===== src/rtl/pulse_event_queue.sv =====
// pulse_event_queue: counts single-cycle event requests and issues them one at a
// time as registered pulses to a downstream fast-to-slow pulse synchronizer.
// Each pulse is held off while the synchronizer is busy, followed by a GAP_CYC
// idle gap.
// Optional macro PULSE_EVENT_QUEUE_DROP_CNT_EN adds an 8-bit saturating
// count of dropped events (drop_cnt).
module pulse_event_queue #(
    parameter int CNT_W   = 4,
    parameter int GAP_CYC = 1
) (
    input  logic             clk_fast,
    input  logic             reset,
    input  logic             event_in,
    input  logic             synchro_busy,
    input  logic             clr_ovf,
    output logic             pulse_out,
    output logic [CNT_W-1:0] pending,
    output logic             overflow,
    output logic             q_idle
`ifdef PULSE_EVENT_QUEUE_DROP_CNT_EN
    ,
    output logic [7:0]       drop_cnt
`endif
);

    typedef enum logic [1:0] {
        IDLE      = 2'd0,
        ISSUE     = 2'd1,
        WAIT_BUSY = 2'd2,
        GAP       = 2'd3
    } state_t;

    localparam logic [CNT_W-1:0] CNT_MAX  = '1;
    localparam logic [3:0]       GAP_LAST = (GAP_CYC > 0) ? 4'(GAP_CYC - 1) : 4'd0;

    state_t           state_q, state_d;
    logic [3:0]       gap_q, gap_d;
    logic [CNT_W-1:0] pending_q, pending_d;
    logic             overflow_q, overflow_d;
    logic             pulse_out_q, pulse_out_d;
    logic             inc, dec, sat, drop;

    // Counter control: the decrement is taken on the edge that ends the ISSUE cycle
    always_comb begin
        dec  = (state_q == ISSUE) && (pending_q != '0);
        inc  = event_in;
        sat  = (pending_q == CNT_MAX);
        drop = inc && sat && !dec;
    end

    // Pending count and sticky overflow (a new overflow beats clr_ovf)
    always_comb begin
        pending_d  = pending_q;
        overflow_d = overflow_q;
        if (inc && !dec && !sat) begin
            pending_d = pending_q + CNT_W'(1);
        end else if (dec && !inc) begin
            pending_d = pending_q - CNT_W'(1);
        end
        if (drop) begin
            overflow_d = 1'b1;
        end else if (clr_ovf) begin
            overflow_d = 1'b0;
        end
    end

    // Next-state logic; pulse_out is registered so it tracks the ISSUE state exactly
    always_comb begin
        state_d = state_q;
        gap_d   = gap_q;
        unique case (state_q)
            IDLE: begin
                if (pending_q != '0 && !synchro_busy) begin
                    state_d = ISSUE;
                end
            end
            ISSUE: begin
                state_d = WAIT_BUSY;
            end
            WAIT_BUSY: begin
                if (!synchro_busy) begin
                    gap_d = '0;
                    if (GAP_CYC > 0) begin
                        state_d = GAP;
                    end else begin
                        state_d = IDLE;
                    end
                end
            end
            GAP: begin
                if (gap_q == GAP_LAST) begin
                    state_d = IDLE;
                    gap_d   = '0;
                end else begin
                    gap_d = gap_q + 4'd1;
                end
            end
            default: begin
                state_d = IDLE;
                gap_d   = '0;
            end
        endcase
        pulse_out_d = (state_d == ISSUE);
    end

    // State registers with asynchronous clear
    always_ff @(posedge clk_fast or posedge reset) begin
        if (reset) begin
            state_q     <= IDLE;
            gap_q       <= '0;
            pending_q   <= '0;
            overflow_q  <= 1'b0;
            pulse_out_q <= 1'b0;
        end else begin
            state_q     <= state_d;
            gap_q       <= gap_d;
            pending_q   <= pending_d;
            overflow_q  <= overflow_d;
            pulse_out_q <= pulse_out_d;
        end
    end

`ifdef PULSE_EVENT_QUEUE_DROP_CNT_EN
    logic [7:0] drop_cnt_q, drop_cnt_d;

    // Saturating drop counter; a drop in the clearing cycle restarts the count at 1
    always_comb begin
        drop_cnt_d = drop_cnt_q;
        if (clr_ovf) begin
            drop_cnt_d = drop ? 8'd1 : 8'd0;
        end else if (drop && drop_cnt_q != 8'hFF) begin
            drop_cnt_d = drop_cnt_q + 8'd1;
        end
    end

    // Drop counter register
    always_ff @(posedge clk_fast or posedge reset) begin
        if (reset) begin
            drop_cnt_q <= '0;
        end else begin
            drop_cnt_q <= drop_cnt_d;
        end
    end

    assign drop_cnt = drop_cnt_q;
`endif

    assign pulse_out = pulse_out_q;
    assign pending   = pending_q;
    assign overflow  = overflow_q;
    assign q_idle    = (pending_q == '0) && (state_q == IDLE);

endmodule


===== config.mk =====
export PLATFORM = sky130hd
export DESIGN_NAME = pulse_event_queue
export DESIGN_NICKNAME = d
export VERILOG_FILES = /design/src/rtl/pulse_event_queue.sv
export SDC_FILE = /design/constraint.sdc
export NUM_CORES = 1
export LEC_CHECK = 0
export CORE_MARGIN = 2
export CORE_UTILIZATION = 53
export CTS_BUF_LIST = sky130_fd_sc_hd__clkbuf_2
export DETAILED_ROUTE_END_ITERATION = 16
export PLACE_DENSITY = 0.86
export SLEW_MARGIN = 20
export SYNTH_ARGS = -nofsm -noshare
export SYNTH_HDL_FRONTEND = slang
export SYNTH_SLANG_ARGS = --single-unit

===== constraint.sdc =====
create_clock -name clk_fast -period 2.3 [get_ports clk_fast]
set_input_delay 0.23 -clock clk_fast [delete_from_list [all_inputs] [get_ports clk_fast]]
set_output_delay 0.23 -clock clk_fast [all_outputs]
set_load 0.02 [all_outputs]

==> reports/results.ini <==
[outcome]
outcome=complete, no violations

[setup_path]
crit_cells=7
cp_slowest_cell=dfrtp_1
crit_family=compound AO/OA/AOI/OAI gates
rr_worst_depth=7
worst-path-buf-inv=0
startpoint_type=register
endpoint=pending[3]$_DFFE_PP0P_
cp_max_fo=5
r2r_end=pending[3]$_DFFE_PP0P_
required_ns=2.48
arrival_ns=2.35
path_cells=nor4_4, o211ai_2, ha_1, a21o_2, a21oi_1, mux2i_1, xor2_1
r2r_start=pending[3]$_DFFE_PP0P_
path_class=reg -> reg
worstSetupStartpoint=pending[3]$_DFFE_PP0P_
cp-end-kind=register
r2r_setup_slack_ns=0.13
max_stage_delay_ns=0.48

[placement]
gp_congestion=0.670
post-place-cells=92
dpl.hpwl_um=1110
port-buffer-count=11

[power]
irDropWorstVdd_uv=779
p_per_area_mw_per_mm2=1290
p_leak_nw=0.401

[drt]
vias=540
firstDrtPassIters=4
dr_wl_met3_um=55
wl_met1_um=639
highest_layer=met4
ant_nets=0
wl_met2_um=779
drc=0
drtIter0Drc=10
drt-total-wl_um=1480
wl_per_cell_um=15.6
viasPerCell=5.68

[sta]
min_period_over_period_pct=94.1
hold_violations=0
fmax_ghz=0.462
finalMaxSlewViolations=0
worst_pin_slew_ns=0.459
slew_headroom_pct=69.4
post-route-min-period_ns=2.17
rsz0062_at_grt=no
setup_tns_ns=0
setup_viol=0
hold_slack_ns=0.273
clock_skew_ns=0.000962

[yosys]
ys_types=33
seq_area_frac_synth_pct=43.1
yosys.area.top_type=dfrtp_1
synth.avg_cell_area_um2=11.1
ys_warn_count=0
synth_area_leaders=dfrtp_1, ha_1, inv_1, nor4_4, fa_1
netlist_area_um2=697
synth_cells=63
synth_top_area_share_pct=43.1
synthArstFlopShare_pct=100
synth_ff_type=dfrtp_1
syn_nets=73
ys_ff_latch=12
synth-edff-count=0
yosysMostFrequentCell=dfrtp_1
synthTopCellsByCount=dfrtp_1, inv_1, ha_1, o21ai_0, nand2_1

[clocking]
clk_latency_ns=0.25
cts_tree=built
clock_path_buffers=2
clkTransAtPathRegs_ns=0.11
root_buffer=clkbuf_2
clock-sinks=12
cts_inserted_buffers=3
htree_levels=1

[cells_and_area]
fin_nets=92
area_growth_pct=24.4
drive_gt1_share_pct=21.3
finalNonFillerCells=95
diodes=0

[global_route]
grt_overflow=0
grt_antenna_before_repair=0
grt_pass1_wl_um=2130
track_usage_pct=21.4
grt_max_degree=13
grt_pass1_vias=496

[floorplanning]
pin_count=12
start_util_pct=54.9
rows=13
core-area_mm2=0.00127
die_h_um=40.3
fp.dieW_um=40.3
fp.dieArea_mm2=0.00162

[run]
maxCapViolCount=0

[hold_path]
hold_class=in -> async

==> worst reg2reg max path: stages, from the launching register on <==
cell	delay (ns)
dfrtp_1	0.48
nor4_4	0.40
o211ai_2	0.15
ha_1	0.28
a21o_2	0.20
a21oi_1	0.17
mux2i_1	0.25
xor2_1	0.16
==> per-stage QoR <==
step	utilization [%]	area (um2)	total power (W)	setup slack [ns]
6_report	68.3	867	0.00112	0.135
5_1_grt	68.3	867	0.00118	0.0298
4_1_cts	68.3	867	0.00112	0.142
3_5_place_dp	67.3	853	0.00102	0.165
3_3_place_gp	67.3	853	0.000989	0.208
2_1_floorplan	-	697	0.000778	0.118
==> layer usage <==
layer	vias to the layer above	global-route usage, %
li1	262	-
met3	2	7.22
met4	0	14.2
met2	17	36.3
met5	-	0
met1	259	22.2
==> power breakdown <==
part	internal [W]	switching [W]	total (W)
combinational	0.000328	0.000306	0.000634
sequential	0.000285	0.0000984	0.000383
clock	0.0000356	0.0000639	0.0000995
total	0.000649	0.000468	0.00112
==> how the worst min path moves through the flow <==
| stage | from | end | slack, ns | cells past startpoint |
|---|---|---|---|---|
| 3_3_place_gp | gap_q[3]$_DFFE_PP0P_ | gap_q[3]$_DFFE_PP0P_ | 0.51 | 2 |
| 2_1_floorplan | reset | gap_q[0]$_DFFE_PP0P_ | 0.09 | 1 |
| 3_5_place_dp | gap_q[2]$_DFFE_PP0P_ | gap_q[2]$_DFFE_PP0P_ | 0.53 | 1 |
| 5_1_grt | reset | gap_q[2]$_DFFE_PP0P_ | 0.30 | 2 |
| 4_1_cts | reset | pending[1]$_DFFE_PP0P_ | 0.28 | 2 |
| 6_report | reset | gap_q[2]$_DFFE_PP0P_ | 0.27 | 2 |
==> state kept, by name, indices dropped and copies added (netlist names) <==
name / flops
pulse_out: 1
pending: 4
gap_q: 4
state_q: 2
overflow: 1
==> area by class of cell <==
cell class                 count  area [um2]
clock buffer                   3        15.0
tap                           15        18.8
timing repair buffer          16         146
inverter                       6        22.5
multi-input combinational     43         364
fill                         110         402
sequential                    12         300
==> cells by family (layout without fill, tap and decap cells) <==
| group | count (synthesis) | count (layout) | synth area share, % |
|---|---|---|---|
| and+or+nand+nor | 17 | 17 | 18.0 |
| AOI/OAI and AO/OA | 15 | 15 | 15.4 |
| DFF | 12 | 12 | 43.1 |
| buffers and inverters | 8 | 25 | 4.67 |
| adders and majority gates | 5 | 5 | 10.1 |
| xor gates and xnor gates | 3 | 3 | 3.77 |
| muxes | 3 | 3 | 5.03 |
==> cell usage in the layout (no fill, tap or decap), drive strengths merged <==
cell type	Yosys	layout
mux2	1	1
xnor2	1	1
ha	4	4
xor2	2	2
fa	1	1
nor3	1	1
nor2	2	2
or3	1	1
nand2b	1	1
dfrtp	12	12
o22ai	1	1
o21ai	4	4
or4	1	1
a22oi	1	1
clkbuf	0	3
a21o	3	3
o21bai	1	1
nor4	2	2
o21a	1	1
buf	2	5
a21oi	1	1
and2	1	1
inv	6	6
nand4	2	2
nand2	4	4
dlygate4sd2	0	1
a32o	1	1
mux2i	2	2
nor3b	1	1
o31ai	1	1
o211ai	1	1
nand3	1	1
clkdlybuf4s50	0	10
==> what timing repair did <==
item                                    in CTS  in global routing
gates resized for setup                      1                  0
setup buffers                                0                  0
hold buffers                                 0                  0
endpoints found under the setup margin       1                  0
endpoints found under the hold margin        0                  0
Note: power is estimated with default switching activity, not from simulation.
